[src/rtl/pause_dim_pkg.sv]
// Shared types and constants for the pause/dim controller.
package pause_dim_pkg;

    // Dimming controller states
    typedef enum logic [1:0] {
        ST_RUN  = 2'd0,
        ST_WAIT = 2'd1,
        ST_DIM  = 2'd2
    } state_t;

    // Full brightness, expressed in eighths
    localparam logic [3:0]  LEVEL_FULL        = 4'd8;

    // Ten seconds of continuous pause at 48 MHz
    localparam logic [31:0] DIM_TICKS_DEFAULT = 32'h1C9C3800;

    // Move a brightness level one step toward a target, holding once it is reached
    function automatic logic [3:0] step_toward(input logic [3:0] cur, input logic [3:0] tgt);
        if (cur > tgt) begin
            return cur - 4'd1;
        end else if (cur < tgt) begin
            return cur + 4'd1;
        end else begin
            return cur;
        end
    endfunction

endpackage

[src/rtl/pause_dim_ctrl_pix_scale.sv]
// One colour channel scaled by a brightness level in eighths.
// The 4x4 product is kept to 8 bits and shifted down by 3, so level 8
// gives back the input unchanged.
module pix_scale (
    input  logic [3:0] i_chan,
    input  logic [3:0] i_level,
    output logic [3:0] o_chan
);

    logic [7:0] w_prod;

    assign w_prod = i_chan * i_level;
    assign o_chan = 4'(w_prod >> 3);

endmodule

[src/rtl/pause_dim_ctrl.sv]
// Pause request generation plus screen dimming after a long pause.
// The pause button toggles a latch; any pause source holding for DIM_TICKS
// cycles starts a fade to MIN_LEVEL, one step per vertical blank.
// Video passes through a one-ce_pix register stage that applies the level.
module pause_dim_ctrl
    import pause_dim_pkg::*;
#(
    parameter logic [31:0] DIM_TICKS = DIM_TICKS_DEFAULT,
    parameter int unsigned MIN_LEVEL = 4
) (
    input  logic        clk_sys,
    input  logic        reset_n,
    input  logic        ce_pix,
    input  logic        pause_btn,
    input  logic        hs_access,
    input  logic        osd_status,
    input  logic        osd_pause_en,
    input  logic [11:0] rgb_in,
    input  logic        hblank_in,
    input  logic        vblank_in,
    input  logic        hsync_in,
    input  logic        vsync_in,
    output logic        pause,
    output logic [3:0]  level,
    output logic [11:0] rgb_out,
    output logic        hblank_out,
    output logic        vblank_out,
    output logic        hsync_out,
    output logic        vsync_out
);

    localparam logic [3:0] LP_MIN_LEVEL = 4'(MIN_LEVEL);

    state_t      r_state;
    state_t      w_state_next;
    logic        r_btn_prev;
    logic        r_toggle;
    logic [31:0] r_timer;
    logic [3:0]  r_level;
    logic [11:0] r_rgb;
    logic        r_hblank;
    logic        r_vblank;
    logic        r_hsync;
    logic        r_vsync;

    logic        w_pause;
    logic [3:0]  w_target;
    logic        w_vb_rise;
    logic [11:0] w_scaled;

    // Any of the three sources pauses the core; the button only through its latch
    assign w_pause = hs_access | r_toggle | (osd_status & osd_pause_en);

    // Button rising edge flips the pause latch
    always_ff @(posedge clk_sys or negedge reset_n) begin
        if (!reset_n) begin
            r_btn_prev <= 1'b0;
            r_toggle   <= 1'b0;
        end else begin
            r_btn_prev <= pause_btn;
            if (pause_btn && !r_btn_prev) begin
                r_toggle <= ~r_toggle;
            end
        end
    end

    // Controller state register
    always_ff @(posedge clk_sys or negedge reset_n) begin
        if (!reset_n) begin
            r_state <= ST_RUN;
        end else begin
            r_state <= w_state_next;
        end
    end

    // Next state: any drop of pause returns to RUN
    always_comb begin
        w_state_next = r_state;
        case (r_state)
            ST_RUN: begin
                if (w_pause) begin
                    w_state_next = ST_WAIT;
                end
            end
            ST_WAIT: begin
                if (!w_pause) begin
                    w_state_next = ST_RUN;
                end else if (r_timer == DIM_TICKS) begin
                    w_state_next = ST_DIM;
                end
            end
            ST_DIM: begin
                if (!w_pause) begin
                    w_state_next = ST_RUN;
                end
            end
            default: begin
                w_state_next = ST_RUN;
            end
        endcase
    end

    // Pause-duration timer, saturating so it cannot wrap during very long pauses
    always_ff @(posedge clk_sys or negedge reset_n) begin
        if (!reset_n) begin
            r_timer <= 32'd0;
        end else if (!w_pause || (r_state == ST_RUN)) begin
            r_timer <= 32'd0;
        end else if ((r_state == ST_WAIT) && (r_timer < DIM_TICKS)) begin
            r_timer <= r_timer + 32'd1;
        end
    end

    // The registered vblank output doubles as the previous vblank sample
    assign w_target  = (r_state == ST_DIM) ? LP_MIN_LEVEL : LEVEL_FULL;
    assign w_vb_rise = vblank_in & ~r_vblank;

    // Brightness walks one step per frame toward its target, in either direction
    always_ff @(posedge clk_sys or negedge reset_n) begin
        if (!reset_n) begin
            r_level <= LEVEL_FULL;
        end else if (ce_pix && w_vb_rise) begin
            r_level <= step_toward(r_level, w_target);
        end
    end

    // One multiplier per colour channel
    generate
        for (genvar gi = 0; gi < 3; gi++) begin : g_chan
            pix_scale u_pix_scale (
                .i_chan  (rgb_in[gi*4 +: 4]),
                .i_level (r_level),
                .o_chan  (w_scaled[gi*4 +: 4])
            );
        end
    endgenerate

    // Video output stage: pixel and timing advance together on each ce_pix
    always_ff @(posedge clk_sys or negedge reset_n) begin
        if (!reset_n) begin
            r_rgb    <= 12'h000;
            r_hblank <= 1'b1;
            r_vblank <= 1'b1;
            r_hsync  <= 1'b1;
            r_vsync  <= 1'b1;
        end else if (ce_pix) begin
            r_rgb    <= (hblank_in || vblank_in) ? 12'h000 : w_scaled;
            r_hblank <= hblank_in;
            r_vblank <= vblank_in;
            r_hsync  <= hsync_in;
            r_vsync  <= vsync_in;
        end
    end

    assign pause      = w_pause;
    assign level      = r_level;
    assign rgb_out    = r_rgb;
    assign hblank_out = r_hblank;
    assign vblank_out = r_vblank;
    assign hsync_out  = r_hsync;
    assign vsync_out  = r_vsync;

endmodule

[config.mk]
export PLATFORM = sky130hd
export DESIGN_NAME = pause_dim_ctrl
export DESIGN_NICKNAME = d
export VERILOG_FILES = /design/src/rtl/pause_dim_pkg.sv /design/src/rtl/pause_dim_ctrl_pix_scale.sv /design/src/rtl/pause_dim_ctrl.sv
export SDC_FILE = /design/constraint.sdc
export NUM_CORES = 1
export LEC_CHECK = 0
export BUFFER_PORTS_ARGS = -buffer_cell sky130_fd_sc_hd__buf_2
export CELL_PAD_IN_SITES_DETAIL_PLACEMENT = 1
export CELL_PAD_IN_SITES_GLOBAL_PLACEMENT = 1
export CORE_ASPECT_RATIO = 0.75
export CORE_UTILIZATION = 30
export CTS_BUF_LIST = sky130_fd_sc_hd__clkbuf_8
export DETAILED_ROUTE_END_ITERATION = 7
export GPL_TIMING_DRIVEN = 0
export HOLD_SLACK_MARGIN = 0.08
export PLACE_DENSITY_LB_ADDON = 0.2
export SLEW_MARGIN = 20
export SYNTH_ARGS = -nofsm -noshare
export SYNTH_HDL_FRONTEND = slang
export SYNTH_HIERARCHICAL = 1
export SYNTH_SLANG_ARGS = --single-unit
[constraint.sdc]
create_clock -name clk_sys -period 2.65 [get_ports clk_sys]
set_input_delay 0.265 -clock clk_sys [delete_from_list [all_inputs] [get_ports clk_sys]]
set_output_delay 0.265 -clock clk_sys [all_outputs]
set_load 0.02 [all_outputs]
==> summary.md <==
| Metric | Value |
|---|---|
| Share of cells above drive strength 1 | 22.2% |
| Final setup skew | 0.0136 ns |
| Routed len/inst | 16.5 µm |
| Pwr Density | 846 nW/µm² |
| DIE HEIGHT | 103 µm |
| Nets | 572 |
| Post-synth cell types | 48 |
| Req. time, crit path | 2.85 ns |
| # Max-Cap Violations | 0 |
| Int Power | 2200 µW |
| Synth Cell Area | 4080 µm² |
| Combinational power share | 58.0% |
| CP Max Fanout | 6 |
| Clock tree buffer depth | 2 |
| Number of global-route vias before repair | 3,571 |
| Pin count of the biggest net entering global routing | 57 |
| Layout area overhead | 17.0% |
| CP dominant cell by count | fa_2 |
| Worst skew pair latency | 0.33 ns |
| Hold_ws | 0.169 ns |
| Slew HR | 37.3% |
| Clock sinks | 56 |
| Setup WS post-layout | -0.0811 ns |
| Sw Ratio | 45.3% |
| CP bufs+invs | 2 |
| Port Buffer Count | 42 |
| Placed insts | 661 |
| DR pass1 iterations | 4 |
| I/O pin cnt | 44 |
| Gate Count Post-Synth | 448 |
| Metal3 WL | 285 µm |
| Core area | 13,100 µm² |
| Top Layer Used | met4 |
| Total wire length | 11,200 µm |
| Crit-path leading delay family | adder cells |
| Worst path slowest cell | dfstp_2 |
| Gp weighted congestion | 0.774 |
| Commonest non-fill, non-tap cell in the layout | dfrtp_1 |
| LEAKAGE | 0.00220 µW |
| Main synth FF type | dfrtp_1 |
| Shortest period the worst path allows | 2.73 ns |
| Seq pwr share | 29.6% |
| Status | finished with violations |
| Met2 routed WL | 4870 µm |
| Via count | 3,545 |
| Dpl ws | -0.160 ns |
| Cell Rows | 36 |
| Die Area | 14,100 µm² |
| Worst setup SP type | flop |
| Number of synthesized flops with an enable pin | 0 |
| Max Slew Vio Count | 0 |
| CP Capture Type | flop |
| Synthesized flop and latch total | 56 |
| Hold WC Path Type | in -> reg |
| Peak supply drop | 320 µV |
| Antenna violations before repair | 0 |
| RSZ-0062 raised after global routing | yes |
| Seq/Total Area, Yosys | 34.5% |
| Worst path max stage delay | 0.58 ns |
| Initial Util | 31.1% |
| CP Cell Sequence | buf_12 > nand2_4 > fa_1 > fa_2 > fa_2 > inv_2 > a21o_1 > a21oi_2 > xnor2_1 > nand2_1 > o21ai_1 |
| CTS tree | yes |
| N_diodes | 0 |
| Num CTS Buffers | 5 |
| Slew @ Worst Pin | 0.933 ns |
| Switch Pwr | 1830 µW |
| DRT iter0 DRCs | 161 |
| Root Buffer | clkbuf_8 |
| F_max | 366 MHz |
| Clock share of power | 12.4% |
| Setup Crit Path Kind | reg -> reg |
| Most frequent cells in the layout | dfrtp_1 (49), buf_2 (44), nand2_1 (42) |
| Syn nets | 512 |
| DIE WIDTH | 137 µm |
| Post-route insts no fill | 680 |
| CP Data Arrival Time | 2.93 ns |
| Setup violators final | 7 |
| Gr ovfl total | 0 |
| First-pass GRT wire length | 18,600 µm |
| Average size of a mapped cell | 9.10 µm² |
| Via density | 5.21 |
| DRC viols | 0 |
| Ys async rst share | 100% |
| CTS clk-pin slew, worst paths | 0.11 ns |
| Failing checks | negative setup slack |
| Fillers | 1,546 |
| Final Hold Violating Endpoints | 0 |
| Fin crit share | 103% |
| Global Route Usage Sum | 17.0% |
| M1 WL | 5980 µm |
| Final HPWL DP | 8360 µm |
| Routed Antenna Nets | 0 |
| Ys Warns | 6 |
| H-tree Lvls | 2 |
==> worst reg2reg max path, stage by stage (launching register included) <==
cell and delay [ns]:
dfstp_2 0.58, buf_12 0.13, nand2_4 0.04, fa_1 0.52
fa_2 0.48, fa_2 0.40, inv_2 0.06, a21o_1 0.11
a21oi_2 0.05, xnor2_1 0.12, nand2_1 0.06, o21ai_1 0.07
==> flip-flops by register name, summed over array words and instances (netlist names) <==
name	cells
hblank_out	1
hsync_out	1
level	4
r_btn_prev	1
r_state	2
r_timer	32
r_toggle	1
rgb_out	12
vblank_out	1
vsync_out	1
==> cell usage after synthesis, drive strengths merged, types with 13 or more instances <==
| master | number | area [µm²] |
|---|---|---|
| inv | 43 | 161 |
| fa | 13 | 260 |
| o31ai | 19 | 143 |
| dfrtp | 51 | 1280 |
| nand4 | 14 | 109 |
| and2 | 30 | 199 |
| xnor2 | 13 | 114 |
| or4 | 20 | 150 |
| clkbuf | 13 | 48.8 |
| nand2 | 47 | 176 |
| a21oi | 28 | 151 |
| nand3 | 22 | 125 |
| nor2 | 13 | 48.8 |
| ha | 28 | 350 |
| o21ai | 21 | 116 |
==> final timing paths <==
path / depth (start not counted) / start / slack [ns] / end
setup / recovery: 11 / level[3] / -0.08 / rgb_out[3]
hold / removal: 2 / hsync_in / 0.17 / hsync_out
setup reg to reg: 11 / level[3] / -0.08 / rgb_out[3]
hold reg to reg: 2 / vblank_out / 0.50 / vblank_out
max in group asynchronous: 2 / reset_n / 1.58 / level[1]
min in group asynchronous: 2 / reset_n / 0.52 / r_timer[0]
==> metrics by stage <==
stage	instance area, µm²	power, µW	util [%]	TNS [ns]
after floorplan	4090	2780	-	-0.0149
after global placement	4520	3310	34.5	-0.681
after detailed placement	4530	3380	34.5	-1.23
after CTS	4700	4000	35.8	-0.546
after global routing	4770	4430	36.4	-1.59
final	4770	4030	36.4	-0.416
==> metal layers <==
metal,GRT usage (%),up-vias
met5,0,-
met4,3.42,0
met3,2.51,4
met2,25.1,42
met1,25.9,1788
li1,-,1711
==> power by group through the flow <==
stage	clock network, µW	registers [µW]	logic, µW
6_report	501	1190	2340
5_1_grt	553	1220	2660
4_1_cts	524	1200	2280
3_5_place_dp	0	1240	2140
3_3_place_gp	0	1230	2080
2_1_floorplan	0	1290	1490
==> kinds of logic after synthesis <==
logic type                 share of synthesized area [%]
AOI/OAI and AO/OA                                   13.0
xor gates and xnor gates                            4.08
adders and majority gates                           15.0
buffers and inverters                               5.40
DFF                                                 34.5
muxes                                               2.58
and+or+nand+nor                                     25.4
==> cell type report <==
| class | instances | area [µm²] | area share (%) |
|---|---|---|---|
| Multi-Input combinational cell | 334 | 2520 | 52.8 |
| Timing Repair Buffer | 53 | 314 | 6.59 |
| Tap cell | 171 | 214 | 4.49 |
| Sequential cell | 56 | 1410 | 29.6 |
| Clock inverter | 3 | 21.3 | 0.446 |
| Clock buffer | 5 | 68.8 | 1.44 |
| Inverter | 43 | 161 | 3.38 |
| Buffer | 15 | 62.6 | 1.31 |
==> what timing repair did <==
action	CTS	global route
pin swaps	4	1
hold buffers	2	0
endpoints found under the setup margin	29	34
hold endpoints to repair	52	0
gates cloned	0	0
gates resized for setup	8	15
setup buffers	4	5
No activity file was read; power rests on OpenSTA's default activity.
